### config.mk
export PLATFORM = sky130hd
export DESIGN_NAME = uart_rx_fifo
export DESIGN_NICKNAME = d
export VERILOG_FILES = /design/src/rtl/uart_rx_fifo_pkg.sv /design/src/rtl/uart_fifo_mem.sv /design/src/rtl/uart_rx_fifo.sv
export SDC_FILE = /design/constraint.sdc
export NUM_CORES = 1
export LEC_CHECK = 0
export CAP_MARGIN = 20
export CORE_MARGIN = 8
export CORE_UTILIZATION = 60
export DETAILED_ROUTE_END_ITERATION = 10
export PLACE_DENSITY = 0.91
export SLEW_MARGIN = 20
export SYNTH_ARGS = -nofsm -noshare
export SYNTH_HDL_FRONTEND = slang
export SYNTH_SLANG_ARGS = --single-unit
### constraint.sdc
create_clock -name clk -period 3 [get_ports clk]
set_input_delay 0.6 -clock clk [delete_from_list [all_inputs] [get_ports clk]]
set_output_delay 0.6 -clock clk [all_outputs]
set_load 0.005 [all_outputs]
### src/rtl/uart_rx_fifo_pkg.sv
// uart_rx_fifo_pkg: shared defaults and types for the UART receive buffer.
// Revision: 1.0
`default_nettype none

package uart_rx_fifo_pkg;

  localparam int UART_RXF_DEPTH   = 16;
  localparam int UART_RXF_THRESH  = 8;
  localparam int UART_RXF_TIMEOUT = 4096;

  typedef logic [7:0] rx_byte_t;

  localparam rx_byte_t DATA_REG_DFT = 8'hff;

endpackage

`default_nettype wire

### src/rtl/uart_fifo_mem.sv
// uart_fifo_mem: DEPTH x 8 storage, one write port, one registered read port.
// Revision: 1.0
`default_nettype none

module uart_fifo_mem
  import uart_rx_fifo_pkg::*;
#(
  parameter int DEPTH = UART_RXF_DEPTH,
  parameter int AW    = 4
) (
  input  logic          clk,
  input  logic          rst,
  input  logic          we,
  input  logic [AW-1:0] waddr,
  input  rx_byte_t      wdata,
  input  logic          re,
  input  logic [AW-1:0] raddr,
  output rx_byte_t      rdata
);

  // Storage carries no reset; only the read register returns to a known value.
  rx_byte_t mem [DEPTH];

  always_ff @(posedge clk) begin
    if (we) begin
      mem[waddr] <= wdata;
    end
  end

  always_ff @(posedge clk or posedge rst) begin
    if (rst) begin
      rdata <= DATA_REG_DFT;
    end else if (re) begin
      rdata <= mem[raddr];
    end
  end

endmodule

`default_nettype wire

### src/rtl/uart_rx_fifo.sv
// uart_rx_fifo: edge-captured UART receive FIFO with level flags, sticky errors,
// character timeout and threshold interrupt.  Revision: 1.0
`default_nettype none

module uart_rx_fifo
  import uart_rx_fifo_pkg::*;
#(
  parameter int DEPTH       = UART_RXF_DEPTH,
  parameter int AW          = 4,
  parameter int RX_THRESH   = UART_RXF_THRESH,
  parameter int TIMEOUT_CYC = UART_RXF_TIMEOUT,
  parameter int TW          = 13
) (
  input  logic        clk,
  input  logic        rst,
  input  logic        flush,
  input  logic        rx_ok,
  input  logic [7:0]  rx_data,
  input  logic        parity_error,
  output logic        rx_rd_flag,
  input  logic        rd_en,
  output logic [7:0]  rd_data,
  output logic        rd_valid,
  output logic        empty,
  output logic        full,
  output logic [AW:0] level,
  output logic        overrun,
  output logic        par_err,
  input  logic        err_clr,
  output logic        timeout,
  output logic        irq
);

  localparam logic [AW:0]   LVL_FULL   = (AW+1)'(DEPTH);
  localparam logic [AW:0]   LVL_THRESH = (AW+1)'(RX_THRESH);
  localparam logic [TW-1:0] CNT_MAX    = TW'(TIMEOUT_CYC);

  logic          rx_ok_d;
  logic          par_d;
  logic [AW-1:0] wp;
  logic [AW-1:0] rp;
  logic [TW-1:0] cnt;

  logic          push_edge;
  logic          par_rise;
  logic          do_push;
  logic          do_pop;
  logic          drop;
  logic [AW:0]   level_nxt;
  logic [TW-1:0] cnt_nxt;

  assign push_edge = rx_ok & ~rx_ok_d;
  assign par_rise  = parity_error & ~par_d;

  assign empty   = (level == '0);
  assign full    = (level == LVL_FULL);
  assign timeout = (cnt == CNT_MAX);

  // A pop on a full FIFO frees the slot the coincident push lands in.
  assign do_pop  = rd_en & ~empty & ~flush;
  assign do_push = push_edge & ~flush & (~full | do_pop);
  assign drop    = push_edge & ~flush & full & ~do_pop;

  always_comb begin
    level_nxt = level;
    if (flush) begin
      level_nxt = '0;
    end else if (do_push && !do_pop) begin
      level_nxt = level + 1'b1;
    end else if (do_pop && !do_push) begin
      level_nxt = level - 1'b1;
    end
  end

  always_comb begin
    cnt_nxt = cnt;
    if (flush || push_edge || do_pop || empty) begin
      cnt_nxt = '0;
    end else if (cnt != CNT_MAX) begin
      cnt_nxt = cnt + 1'b1;
    end
  end

  uart_fifo_mem #(
    .DEPTH (DEPTH),
    .AW    (AW)
  ) u_mem (
    .clk   (clk),
    .rst   (rst),
    .we    (do_push),
    .waddr (wp),
    .wdata (rx_data),
    .re    (do_pop),
    .raddr (rp),
    .rdata (rd_data)
  );

  always_ff @(posedge clk or posedge rst) begin
    if (rst) begin
      rx_ok_d    <= 1'b0;
      par_d      <= 1'b0;
      rx_rd_flag <= 1'b0;
      wp         <= '0;
      rp         <= '0;
      level      <= '0;
      cnt        <= '0;
      rd_valid   <= 1'b0;
      irq        <= 1'b0;
    end else begin
      rx_ok_d    <= rx_ok;
      par_d      <= parity_error;
      rx_rd_flag <= 1'b1;
      level      <= level_nxt;
      cnt        <= cnt_nxt;
      rd_valid   <= do_pop;
      irq        <= (level_nxt >= LVL_THRESH) | (cnt_nxt == CNT_MAX);
      if (flush) begin
        wp <= '0;
        rp <= '0;
      end else begin
        if (do_push) wp <= wp + 1'b1;
        if (do_pop)  rp <= rp + 1'b1;
      end
    end
  end

  // Set events take precedence over a coincident clear.
  always_ff @(posedge clk or posedge rst) begin
    if (rst) begin
      overrun <= 1'b0;
      par_err <= 1'b0;
    end else begin
      if (drop) begin
        overrun <= 1'b1;
      end else if (err_clr) begin
        overrun <= 1'b0;
      end
      if (par_rise) begin
        par_err <= 1'b1;
      end else if (err_clr) begin
        par_err <= 1'b0;
      end
    end
  end

endmodule

`default_nettype wire

==> flow_summary.toml <==
[place]
place.gp.congestion = 0.877
dpl.hpwl_um = 9470
io_buffers = 35
postPlaceCellArea_um2 = 7660
dpl.cell_count = 589
post-place-ws_ns = 0.143

[power]
power.density_nw_per_um2 = 737
ir_drop_mv = 0.598
p_leak_nw = 2.86
power_mw = 6.09

[logic_synthesis]
syn_inst = 409
synthMuxAreaShare = 0.154
synth-xor-area-share = 0.0258
synth_top_family_by_area = "multiplexers"
netlist_area_um2 = 7130
synthAdderAreaFrac = 0.0175
synthSimpleGateAreaFrac = 0.0698
syn_area_per_cell_um2 = 17.4
ys_seq_elements = 169
yosys_warnings = 0
async_flop_share = 0.243
yosysUniqueCellTypes = 50
synth_edf_count = 128
ys_seq_area_frac = 0.684
ys.flop_type = "edfxtp_1"
syn_nets = 434
synth-compound-area-share = 0.0195

[global_route]
grt_overflow = 0
grt_pass1_wl_um = 23300
grtUsageMet1 = 0.242
grt_max_degree = 42
grtUsageMet3 = 0.0561
grt_pass1_vias = 3986
grt_usage = 0.201
grt_antenna_before_repair = 1
met2_usage = 0.331
busiest_layer = "met2"

[timing]
max_slew_margin = 0.530
slew_viol_final = 0
period_share = 0.966
max_freq_mhz = 345
layout_setup_ws_ns = 0.103
setup_viol = 0
finalHoldWorstSlack_ns = 0.433
fin_worst_skew_ns = 0.00975
worst_slew_pin_slew_ns = 0.702
rsz0062_at_grt = "no"
min_period_ns = 2.90
setup_total_negative_slack_ns = 0
hold_viol = 0

[finish]
final_nets = 487
finalNonFillerCells = 621
fill_cells = 687
register_area_um2 = 4880
layout-drive-gt1-share = 0.198
syn_to_final_growth_pct = 15.8
num_antenna_cells = 0
multi_input_area_um2 = 2050
fin_util = 0.699
final_area_um2 = 8260

[worst_setup_path]
cp.depth = 6
crit_top_cell = "inv_1"
worstSetupStartpoint = "cnt[0]"
endpoint = "timeout"
crit_required_ns = 2.40
arrival_ns = 2.30
rrSetupSlack_ns = 0.59
cp_top_family = "buffers and inverters"
critPathLaunchType = "flip-flop"
endpoint_kind = "output port"
rr_startpoint = "rp[0]"
r2r-end = "u_mem.rdata[6]"
critical_path_class = "flip-flop to output port"
cp.buffers_inverters = 3
worst_path_largest_cell_delay_ns = 0.51
cp_slowest_cell = "clkdlybuf4s50_1"
crit_fanout = 5
crit_chain = "inv_1 > ha_1 > nor4bb_2 > nand4_1 > inv_1 > clkdlybuf4s50_1"
reg2reg_depth = 4

[floorplanning]
row_count = 40
dieArea_um2 = 15600
die_h_um = 125
num_io_pins = 36
die_w_um = 125
core_area_um2 = 11800
initial_core_util = 0.604

[routing]
drc = 0
drt_pass1_iterations = 5
ant_nets = 0
via_count = 3942
routedWlPerCell_um = 24.2
drtIter0Drc = 464
viasPerCell = 6.35
finalWirelength_um = 15000

[clock_network]
clk_path_buf_depth = 2
htreeDepth = 4
cts_tree = "done"
clkSlewWorstSetupHoldPaths_ns = 0.06
cts-root-buf = "clkbuf_16"
clkSinkCount = 169
cts_inserted_buffers = 17
cts_hold_buf = 0
worstSkewPairLatency_ns = 0.43

[worst_hold_path]
hp-class = "flip-flop to flip-flop"
hold-path-cell-count = 1

[status]
outcome = "completed"

[job]
maxCapViolations = 0
cells by family (layout without fill, tap and decap cells):
family | after synthesis | after routing
xor+xnor | 21 | 21
fa+ha+maj | 10 | 10
buf+inv | 37 | 102
simple gates | 98 | 98
compound gates | 21 | 21
mux | 52 | 52
flops | 169 | 169
other cells | 1 | 1
sequential cells by signal (all words and copies together) (netlist names), 4 cells and up:
name	flops
u_mem.mem	128
cnt	13
u_mem.rdata	8
level	5
rp	4
wp	4
cells in the final DEF, fill, tap and decap left out, types with 4 or more instances in the layout:
cell / count
edfxtp_1: 128
nor2_1: 36
clkdlybuf4s50_1: 35
dfrtp_1: 32
mux4_2: 28
inv_1: 19
clkbuf_16: 17
buf_4: 16
nor3_1: 12
mux4_1: 12
nand2_1: 11
xor2_1: 11
xnor2_1: 10
ha_1: 10
and2_1: 9
nand3_1: 8
dfstp_2: 8
nand4_1: 5
nor2b_1: 5
mux2_4: 5
o21ai_0: 4
a21oi_1: 4
mux2_2: 4
clkinv_2: 4
routing by layer:
| metal | wire length, um | vias up |
|---|---|---|
| li1 | - | 1686 |
| met3 | 1130 | 35 |
| met1 | 5840 | 2010 |
| met2 | 7690 | 209 |
| met4 | 358 | 2 |
| met5 | 13 | - |
layout make-up:
| class | count | share of cell area |
|---|---|---|
| Timing Repair Buffer | 52 | 0.0594 |
| Clock inverter | 13 | 0.0185 |
| Inverter | 19 | 0.00863 |
| Clock buffer | 18 | 0.0520 |
| Multi-Input combinational cell | 203 | 0.248 |
| Sequential cell | 169 | 0.591 |
| Tap cell | 147 | 0.0223 |
power breakdown:
part	switching, mW	internal, mW	leakage [nW]
registers	0.110	2.66	1.68
clock network	0.865	1.30	0.289
logic	0.495	0.661	0.891
worst min path at each step:
stage	from	slack (ns)	endpoint
3_3_place_gp	par_d	0.42	par_err
6_report	par_d	0.43	par_err
2_1_floorplan	par_d	0.41	par_err
4_1_cts	par_d	0.43	par_err
5_1_grt	par_d	0.45	par_err
3_5_place_dp	par_d	0.43	par_err
Yosys cell counts (9+ instances only):
cell type | n | share of area
mux4_2 | 28 | 0.088
nor3_1 | 12 | 0.0084
and2_1 | 9 | 0.0079
inv_1 | 19 | 0.010
xnor2_1 | 10 | 0.012
edfxtp_1 | 128 | 0.54
nor2_1 | 36 | 0.019
mux4_1 | 12 | 0.044
ha_1 | 10 | 0.018
dfrtp_1 | 33 | 0.12
nand2_1 | 11 | 0.0058
xor2_1 | 11 | 0.014
repair_timing:
action / in CTS / in global routing
setup buffers: 1 / 0
cloned: 0 / 0
pin swaps: 1 / 0
resized for setup: 0 / 1
endpoints found under the setup margin: 1 / 1
Power figures use the tool's default switching activity.
